<file path="config.mk">
export PLATFORM = sky130hd
export DESIGN_NAME = decode
export DESIGN_NICKNAME = d
export VERILOG_FILES = /design/src/rtl/decode.sv
export SDC_FILE = /design/constraint.sdc
export NUM_CORES = 1
export LEC_CHECK = 0
export CAP_MARGIN = 5
export CORE_UTILIZATION = 40
export DETAILED_ROUTE_END_ITERATION = 16
export DONT_BUFFER_PORTS = 1
export PLACE_DENSITY_LB_ADDON = 0.1
export SLEW_MARGIN = 10
export SYNTH_ARGS = -nofsm -noshare
export SYNTH_HDL_FRONTEND = slang
export SYNTH_SLANG_ARGS = --single-unit
export TNS_END_PERCENT = 100
</file>
<file path="constraint.sdc">
create_clock -name clk -period 6 [get_ports clk]
set_clock_uncertainty 0.2 [all_clocks]
set_input_delay 0.9 -clock clk [delete_from_list [all_inputs] [get_ports clk]]
set_output_delay 0.9 -clock clk [all_outputs]
set_load 0.005 [all_outputs]
</file>
<file path="src/rtl/decode.sv">
// RV32I decode stage: combinational field/immediate/class decode of the offered
// word, stored into a two-entry (output + skid) buffer towards execute.
module decode #(
  parameter int XLEN = 32
) (
  input  logic            clk,
  input  logic            rst,
  input  logic            valid_input,
  input  logic [31:0]     data_input,
  input  logic [XLEN-1:0] pc_input,
  output logic            stall_output,
  input  logic            flush_input,
  input  logic            stall_input,
  output logic            valid_output,
  output logic [XLEN-1:0] pc_output,
  output logic [3:0]      class_output,
  output logic [4:0]      rd_output,
  output logic [4:0]      rs1_output,
  output logic [4:0]      rs2_output,
  output logic [2:0]      funct3_output,
  output logic [6:0]      funct7_output,
  output logic [XLEN-1:0] imm_output,
  output logic            reg_write_output,
  output logic            illegal_output,
  output logic [31:0]     decode_count
);

  localparam logic [3:0] CLS_LUI     = 4'd0;
  localparam logic [3:0] CLS_AUIPC   = 4'd1;
  localparam logic [3:0] CLS_JAL     = 4'd2;
  localparam logic [3:0] CLS_JALR    = 4'd3;
  localparam logic [3:0] CLS_BRANCH  = 4'd4;
  localparam logic [3:0] CLS_LOAD    = 4'd5;
  localparam logic [3:0] CLS_STORE   = 4'd6;
  localparam logic [3:0] CLS_OPIMM   = 4'd7;
  localparam logic [3:0] CLS_OP      = 4'd8;
  localparam logic [3:0] CLS_FENCE   = 4'd9;
  localparam logic [3:0] CLS_SYSTEM  = 4'd10;
  localparam logic [3:0] CLS_ILLEGAL = 4'd15;

  typedef struct packed {
    logic [XLEN-1:0] pc;
    logic [3:0]      cls;
    logic [4:0]      rd;
    logic [4:0]      rs1;
    logic [4:0]      rs2;
    logic [2:0]      funct3;
    logic [6:0]      funct7;
    logic [XLEN-1:0] imm;
    logic            reg_write;
    logic            illegal;
  } bundle_t;

  bundle_t     dec;
  logic [6:0]  opcode;
  logic [2:0]  funct3;
  logic [6:0]  funct7;
  logic [31:0] imm32;
  logic [3:0]  cls;
  logic        legal;
  logic        writes_rd;

  always_comb begin
    opcode    = data_input[6:0];
    funct3    = data_input[14:12];
    funct7    = data_input[31:25];
    cls       = CLS_ILLEGAL;
    imm32     = '0;
    legal     = 1'b1;
    writes_rd = 1'b0;
    case (opcode)
      7'b0110111: begin
        cls = CLS_LUI; writes_rd = 1'b1;
        imm32 = {data_input[31:12], 12'b0};
      end
      7'b0010111: begin
        cls = CLS_AUIPC; writes_rd = 1'b1;
        imm32 = {data_input[31:12], 12'b0};
      end
      7'b1101111: begin
        cls = CLS_JAL; writes_rd = 1'b1;
        imm32 = {{12{data_input[31]}}, data_input[19:12], data_input[20], data_input[30:21], 1'b0};
      end
      7'b1100111: begin
        cls = CLS_JALR; writes_rd = 1'b1;
        imm32 = {{20{data_input[31]}}, data_input[31:20]};
        legal = (funct3 == 3'b000);
      end
      7'b1100011: begin
        cls = CLS_BRANCH;
        imm32 = {{20{data_input[31]}}, data_input[7], data_input[30:25], data_input[11:8], 1'b0};
        legal = (funct3[2:1] != 2'b01);
      end
      7'b0000011: begin
        cls = CLS_LOAD; writes_rd = 1'b1;
        imm32 = {{20{data_input[31]}}, data_input[31:20]};
        legal = !((funct3 == 3'b011) || (funct3[2:1] == 2'b11));
      end
      7'b0100011: begin
        cls = CLS_STORE;
        imm32 = {{20{data_input[31]}}, data_input[31:25], data_input[11:7]};
        legal = (funct3 <= 3'b010);
      end
      7'b0010011: begin
        cls = CLS_OPIMM; writes_rd = 1'b1;
        imm32 = {{20{data_input[31]}}, data_input[31:20]};
        // shifts reuse the upper immediate bits as funct7
        if (funct3 == 3'b001)
          legal = (funct7 == 7'h00);
        else if (funct3 == 3'b101)
          legal = (funct7 == 7'h00) || (funct7 == 7'h20);
      end
      7'b0110011: begin
        cls = CLS_OP; writes_rd = 1'b1;
        legal = (funct7 == 7'h00) ||
                ((funct7 == 7'h20) && ((funct3 == 3'b000) || (funct3 == 3'b101)));
      end
      7'b0001111: cls = CLS_FENCE;
      7'b1110011: cls = CLS_SYSTEM;
      default:    legal = 1'b0;
    endcase
    if (data_input[1:0] != 2'b11)
      legal = 1'b0;

    dec           = '0;
    dec.pc        = pc_input;
    dec.rs1       = data_input[19:15];
    dec.rs2       = data_input[24:20];
    dec.funct3    = funct3;
    dec.funct7    = funct7;
    dec.rd        = data_input[11:7];
    if (legal) begin
      dec.cls       = cls;
      dec.imm       = XLEN'($signed(imm32));
      dec.reg_write = writes_rd && (data_input[11:7] != 5'd0);
      dec.illegal   = 1'b0;
    end else begin
      dec.cls       = CLS_ILLEGAL;
      dec.imm       = '0;
      dec.reg_write = 1'b0;
      dec.illegal   = 1'b1;
    end
    if ((dec.cls == CLS_BRANCH) || (dec.cls == CLS_STORE) ||
        (dec.cls == CLS_FENCE)  || (dec.cls == CLS_SYSTEM))
      dec.rd = 5'd0;
  end

  bundle_t     out_q, out_d, skid_q, skid_d;
  logic        out_valid_q, out_valid_d;
  logic        skid_valid_q, skid_valid_d;
  logic [31:0] count_q, count_d;
  logic        accept;
  logic        out_adv;

  assign accept  = valid_input && !skid_valid_q && !flush_input;
  assign out_adv = !out_valid_q || !stall_input;

  always_comb begin
    out_d        = out_q;
    skid_d       = skid_q;
    out_valid_d  = out_valid_q;
    skid_valid_d = skid_valid_q;
    count_d      = count_q;
    if (flush_input) begin
      out_valid_d  = 1'b0;
      skid_valid_d = 1'b0;
    end else begin
      if (out_valid_q && !stall_input)
        count_d = count_q + 32'd1;
      if (out_adv) begin
        if (skid_valid_q) begin
          out_d        = skid_q;
          out_valid_d  = 1'b1;
          skid_valid_d = 1'b0;
        end else if (accept) begin
          out_d       = dec;
          out_valid_d = 1'b1;
        end else begin
          out_valid_d = 1'b0;
        end
      end else if (accept) begin
        skid_d       = dec;
        skid_valid_d = 1'b1;
      end
    end
  end

  always_ff @(posedge clk) begin
    if (rst) begin
      out_q        <= '0;
      skid_q       <= '0;
      out_valid_q  <= 1'b0;
      skid_valid_q <= 1'b0;
      count_q      <= '0;
    end else begin
      out_q        <= out_d;
      skid_q       <= skid_d;
      out_valid_q  <= out_valid_d;
      skid_valid_q <= skid_valid_d;
      count_q      <= count_d;
    end
  end

  assign valid_output     = out_valid_q;
  assign stall_output     = skid_valid_q;
  assign pc_output        = out_q.pc;
  assign class_output     = out_q.cls;
  assign rd_output        = out_q.rd;
  assign rs1_output       = out_q.rs1;
  assign rs2_output       = out_q.rs2;
  assign funct3_output    = out_q.funct3;
  assign funct7_output    = out_q.funct7;
  assign imm_output       = out_q.imm;
  assign reg_write_output = out_q.reg_write;
  assign illegal_output   = out_q.illegal;
  assign decode_count     = count_q;

endmodule

</file>
==> run summary, run 1 <==
Tcrit/Tclk final: 54.0%
Largest net degree at the start of global routing: 226
Yosys cell types: 62
Final core occ: 45.1%
Area leader, netlist: dfxtp_1
Layout cells sized above 1: 7.98%
Hold Crit Depth: 2
Worst reg2reg startpoint: stall_output
Starting Density: 40.7%
Die Area: 24500 sq um
Inserted Clock Buffers: 26
Core area: 23400 sq um
WL final: 26.6 mm
Syn_area_per_cell: 8.59 sq um
Worst Path Class, Setup: register to register
Clock latency on the worst-skew pair: 520 ps
Synth area leaders: dfxtp_1 (47%), nand2_1 (6.1%), mux2i_1 (5.6%)
Pwr/cell area: 310 nW/um^2
Synth Instances: 1110
IO Pins: 198
Flop-to-flop setup slack: 2760 ps
Hold path start: skid_q[48]
Register bit total from synthesis: 224
CTS root buf: clkbuf_16
Setup bufs post-CTS: 0
Hold Crit Class: register to register
First drt pass iteration count: 5
Synth top area share: 47.0%
Worst r2r path cells: 5
Worst setup EP type: register
Vias: 7754
Critical Path Source Type: register
DRC: 0
Yosys warns: 0
Leakage: 3.50 nW
Port Buffers: 0
Core Rows: 56
Diode count: 0
Asr flop ratio synth: 0%
Design Power: 3.27 mW
Remaining Overflow, GRT: 0
Rel. slew slack: 25.9%
Synthesized area: 9530 sq um
Area grow syn2layout: 10.7%
H-tree lvl count: 1
Syn Nets: 1180
Vias per inst: 5.55
CTS max path bufs: 3
Hpwl dp: 16.5 mm
Final setup fails: 0
CTS Sinks: 224
Avg WL per Cell: 19.1 um
Initial antenna violation count: 0
Final #Nets: 1128
Sequential element share of the synthesized area: 47.0%
Final Hold Fails: 0
Largest vdd supply drop: 0.000195 V
CTS tree: done
Worst slew pin tran: 1100 ps
Critical Path RT: 6240 ps
Minimum clock period: 3240 ps
Reg-to-reg critical path endpoint: imm_output[29]
Routed Antenna Nets: 0
Setup TNS: 0 ps
CP max FO: 35
Clk slew on worst S/H paths: 60 ps
Die X: 156 um
CTS Hold Bufs: 0
Post-synth EDFFs: 0
Synth Flop Type: dfxtp_1
Vias in the first global route: 7192
F_max: 0.309 GHz
DRT iter0 DRCs: 568
Die height: 156 um
Worst setup path endpoint: imm_output[29]
Status: finished clean
Crit path launch: stall_output
# resized after CTS: 0
Worst Path Arrival: 3480 ps
Max Cap Viol: 0
First-pass GRT wire length: 41.5 mm
RSZ-0062 raised after global routing: false
Total GRT Usage: 21.4%
Slew Viols, Final: 0
GPL Wtd Cong: 0.880
==> cell usage in the layout (no fill, tap or decap), types with 17 or more instances in the layout <==
master     instances
a211oi_1          66
a21oi_1          101
a311oi_1          17
and3_1            17
clkbuf_16         27
dfxtp_1          223
mux2i_1           53
nand2_1          155
nand3_1           17
nor2_1           137
nor3_1            28
o21ai_0           21
==> how the worst min path moves through the flow <==
stage	end	slack [ps]
after floorplan	skid_q[10]	230
after global placement	skid_q[12]	240
after detailed placement	skid_q[7]	240
after CTS	valid_output	230
after global routing	skid_q[5]	230
final	skid_q[48]	250
==> area by class of cell <==
cell class	count	area (sq um)
fill	2425	12900
multi-input combinational	786	4680
sequential	224	4490
clock buffer	38	787
tap	319	399
timing repair buffer	11	82.6
clock inverter	10	77.6
inverter	9	33.8
==> report_power, final <==
| group | total, mW | leakage (nW) | internal, mW | switching [mW] |
|---|---|---|---|---|
| sequential | 1.57 | 1.82 | 1.53 | 0.0371 |
| combinational | 0.133 | 1.24 | 0.0544 | 0.0785 |
| clock | 1.57 | 0.433 | 0.948 | 0.618 |
| total | 3.27 | 3.50 | 2.53 | 0.734 |
==> kinds of logic after synthesis <==
logic type / synth area share [%]
adder cells (fa/ha/maj): 0.131
multiplexers: 5.57
XOR/XNOR: 2.30
AND/OR/NAND/NOR: 19.1
flip-flops: 47.0
AO/OA/AOI/OAI: 21.7
buffers and inverters: 4.13
==> worst max-delay path, cell delays in order, from the launching register on <==
cell       delay (ps)
dfxtp_4           520
inv_1             500
nand2_1           270
nor3_1            940
o2111ai_1         520
o221ai_1          190
==> stage by stage <==
| stage | area, sq um | cells | setup WS, ps | hold WS [ps] |
|---|---|---|---|---|
| 2_1_floorplan | 9530 | 1110 | 3010 | 232 |
| 3_3_place_gp | 9680 | 1349 | 2640 | 237 |
| 3_5_place_dp | 9680 | 1349 | 2570 | 241 |
| 4_1_cts | 10500 | 1397 | 2710 | 227 |
| 5_1_grt | 10500 | 1397 | 2520 | 233 |
| 6_report | 10500 | 1397 | 2760 | 250 |
==> cells in the mapped netlist, drive strengths merged (2+ instances only) <==
library cell / n
o21bai: 6
nor3b: 2
a22oi: 15
xor2: 15
nand4: 7
a21oi: 101
and3: 17
dfxtp: 224
o221ai: 6
and4: 3
xnor2: 10
o22ai: 2
a211oi: 66
buf: 17
nor2b: 4
nor4: 2
o2bb2ai: 5
inv: 9
a31o: 6
clkbuf: 74
or2: 4
o2111ai: 13
nor2: 139
nand2: 155
nand3: 18
a22o: 10
a311oi: 17
nand3b: 3
o21ai: 22
or3: 10
nand2b: 6
a21o: 10
a221oi: 10
nor3: 28
a31oi: 3
mux2i: 53
or4: 5
==> registers in the layout (all words and copies together), names as in the netlist <==
signal and cells:
class_output 4, stall_output 1, pc_output 32, funct7_output 7, funct3_output 3, illegal_output 1, reg_write_output 1, rs1_output 5
rs2_output 5, skid_q 95, rd_output 5, imm_output 32, valid_output 1, decode_count 32
==> metal layers <==
| layer | routed length (um) | share of wire [%] | track usage (%) | vias to the layer above |
|---|---|---|---|---|
| met5 | 0 | 0 | 0 | - |
| met4 | 586 | 2.2 | 5.84 | 0 |
| met3 | 2220 | 8.3 | 6.15 | 44 |
| met2 | 11800 | 44 | 33.5 | 203 |
| met1 | 12100 | 45 | 28.5 | 3618 |
| li1 | - | - | - | 3889 |
Power figures use the tool's default switching activity.
==> inputs of run 2 (changes only) <==
Clock period 6 ns to 3.4 ns, I/O delays scaled along.
==> run summary, run 2 (synthesis gave the netlist of run 1 again) <==
Port Buffers: 0 (unchanged)
Worst reg2reg startpoint: decode_count[7]
Vias in the first global route: 7862 (+9.3%)
First-pass GRT wire length: 44.2 mm (+6.5%)
Commonest non-fill, non-tap cell in the layout: dfxtp_1
CP max FO: 6 (-83%)
CTS max path bufs: 3 (unchanged)
Worst r2r path cells: 7 (+2)
Critical Path RT: 3600 ps (-2640 ps)
Vias: 8350 (+7.7%)
CP Cell Sequence: nand4_2, or4_4, nor4_1, nand4_1, xor2_1, nor2_1, dlygate4sd3_1
Die Area: 24500 sq um (unchanged)
Worst Path Arrival: 3320 ps (-160 ps)
Worst slew pin tran: 1150 ps (+48.7 ps)
Starting Density: 40.7% (unchanged)
Final Hold Fails: 0 (unchanged)
Core Rows: 56 (unchanged)
Worst setup EP type: register
WL final: 29.0 mm (+8.8%)
Final #Nets: 1240 (+9.9%)
Largest delay share family, worst path: simple AND/OR/NAND/NOR gates
Hold path start: data_input[27]
Routed Antenna Nets: 0 (unchanged)
GPL Wtd Cong: 0.868 (-1.4%)
Largest net degree at the start of global routing: 152 (-33%)
Reg-to-reg critical path endpoint: decode_count[31]
Area occupied by multi-input gates: 4680 sq um (unchanged)
Tcrit/Tclk final: 91.9% (+38 points)
IO Pins: 198 (unchanged)
RSZ-0062 raised after global routing: false
Clk slew on worst S/H paths: 60 ps (about the same)
Die height: 156 um (unchanged)
Layout cells sized above 1: 8.00% (+0.026 points)
Diode count: 0 (unchanged)
Hpwl dp: 16.7 mm (+1.1%)
Clock latency on the worst-skew pair: 510 ps (about the same)
Most flop-heavy register: skid_q
Flop-to-flop setup slack: 280 ps (-2490 ps)
Total GRT Usage: 23.0% (+1.6 points)
Minimum clock period: 3120 ps (-114 ps)
CTS tree: done
Area grow syn2layout: 22.9%
Largest register FFs: 95 (unchanged)
Status: finished clean
Core area: 23400 sq um (unchanged)
Initial antenna violation count: 1 (+1)
Final worst slack: 275 ps (-2490 ps)
Hold Crit Class: input port to register
Max Cap Viol: 0 (unchanged)
Avg WL per Cell: 19.2 um (+0.92%)
Worst path slowest cell: nor4_1
Worst Path Buf+Inv: 1 (unchanged)
Worst Path Class, Setup: register to register
Max incr delay on CP: 640 ps (-300 ps)
Fill cell count: 2325 (-4.1%)
Leakage: 4.16 nW (+19%)
Hold Path Sink: skid_q[29]
Rel. slew slack: 22.6% (-3.3 points)
Remaining Overflow, GRT: 0 (unchanged)
F_max: 0.320 GHz (+3.7%)
Critical Path Source Type: register
Inserted Clock Buffers: 25 (-3.8%)
Pwr/cell area: 508 nW/um^2 (+64%)
Largest vdd supply drop: 0.000366 V (+88%)
CTS Sinks: 224 (unchanged)
Setup TNS: 0 ps (unchanged)
First drt pass iteration count: 5 (unchanged)
Die X: 156 um (unchanged)
Final setup fails: 0 (unchanged)
Most frequent cells in the layout: dfxtp_1 (223), nand2_1 (155), nor2_1 (137), dlygate4sd3_1 (104), a21oi_1 (101)
Post-Place Setup Slack: 578 ps (-2000 ps)
DRC: 0 (unchanged)
Hold Crit Depth: 2 (unchanged)
CTS root buf: clkbuf_16
FF/Latch Area: 4490 sq um (unchanged)
DRT iter0 DRCs: 587 (+3.3%)
Slew Viols, Final: 0 (unchanged)
Vias per inst: 5.54 (-0.11%)
H-tree lvl count: 1 (unchanged)
-- run 2: cell count changes in the layout (fill, tap and decap cells not counted), sizes merged --
| cell | previous run | this run |
|---|---|---|
| bufinv | 1 | 3 |
| clkinv | 8 | 6 |
| inv | 9 | 10 |
| clkinvlp | 1 | 2 |
| clkbuf | 38 | 32 |
| dlygate4sd3 | 0 | 104 |
| buf | 11 | 20 |
-- run 2: power breakdown --
| group | leakage, nW | total (mW) | internal [mW] | switching, mW |
|---|---|---|---|---|
| registers | 1.82 | 2.76 | 2.70 | 0.0650 |
| logic | 1.91 | 0.348 | 0.153 | 0.195 |
| clock network | 0.429 | 2.84 | 1.72 | 1.11 |
-- run 2: how the worst max path moves through the flow --
| stage | startpoint | endpoint | cells after the start |
|---|---|---|---|
| final | decode_count[7] | decode_count[31] | 7 |
| after floorplan | data_input[3] | skid_q[28] | 8 |
| after detailed placement | data_input[4] | skid_q[59] | 6 |
| after CTS | decode_count[7] | decode_count[31] | 7 |
| after global placement | data_input[4] | skid_q[59] | 6 |
| after global routing | decode_count[7] | decode_count[31] | 7 |
-- run 2: area by class of cell --
cell class                      instances  share of cell area, %
Multi-Input combinational cell        786                   39.9
Sequential cell                       224                   38.3
Timing Repair Buffer                  124                   10.7
Clock buffer                           32                   6.16
Tap cell                              319                   3.41
Clock inverter                         12                   1.24
Inverter                                9                  0.288
-- run 2: through the flow --
step	hold slack (ps)	util, %	cell area [sq um]	std cells	total power [mW]
after global routing	16.0	50.1	11700	1506	6.14
after global placement	236	41.8	9780	1357	3.07
final	20.3	50.1	11700	1506	5.95
after detailed placement	242	41.8	9780	1357	3.07
after CTS	1.20	50.1	11700	1506	6.01
after floorplan	232	-	9530	1110	3.03
-- run 2: worst register-to-register path, cell delays in order, from the launching register on --
cell and delay, ps:
dfxtp_1 460, nand4_2 200, or4_4 560, nor4_1 640
nand4_1 190, xor2_1 160, nor2_1 50, dlygate4sd3_1 540
-- run 2: per-layer routing --
metal	GRT usage, %	part of all wire, %	vias to the layer above
li1	-	-	4095
met1	30.6	45	3965
met2	37.1	46	244
met3	5.46	7.3	46
met4	6.07	2.2	0
met5	0	0	-
-- run 2: repair_timing --
action	in CTS	in global routing
resized for setup	0	0
hold buffers	105	0
buffers inserted	0	0
endpoints found under the hold margin	218	0
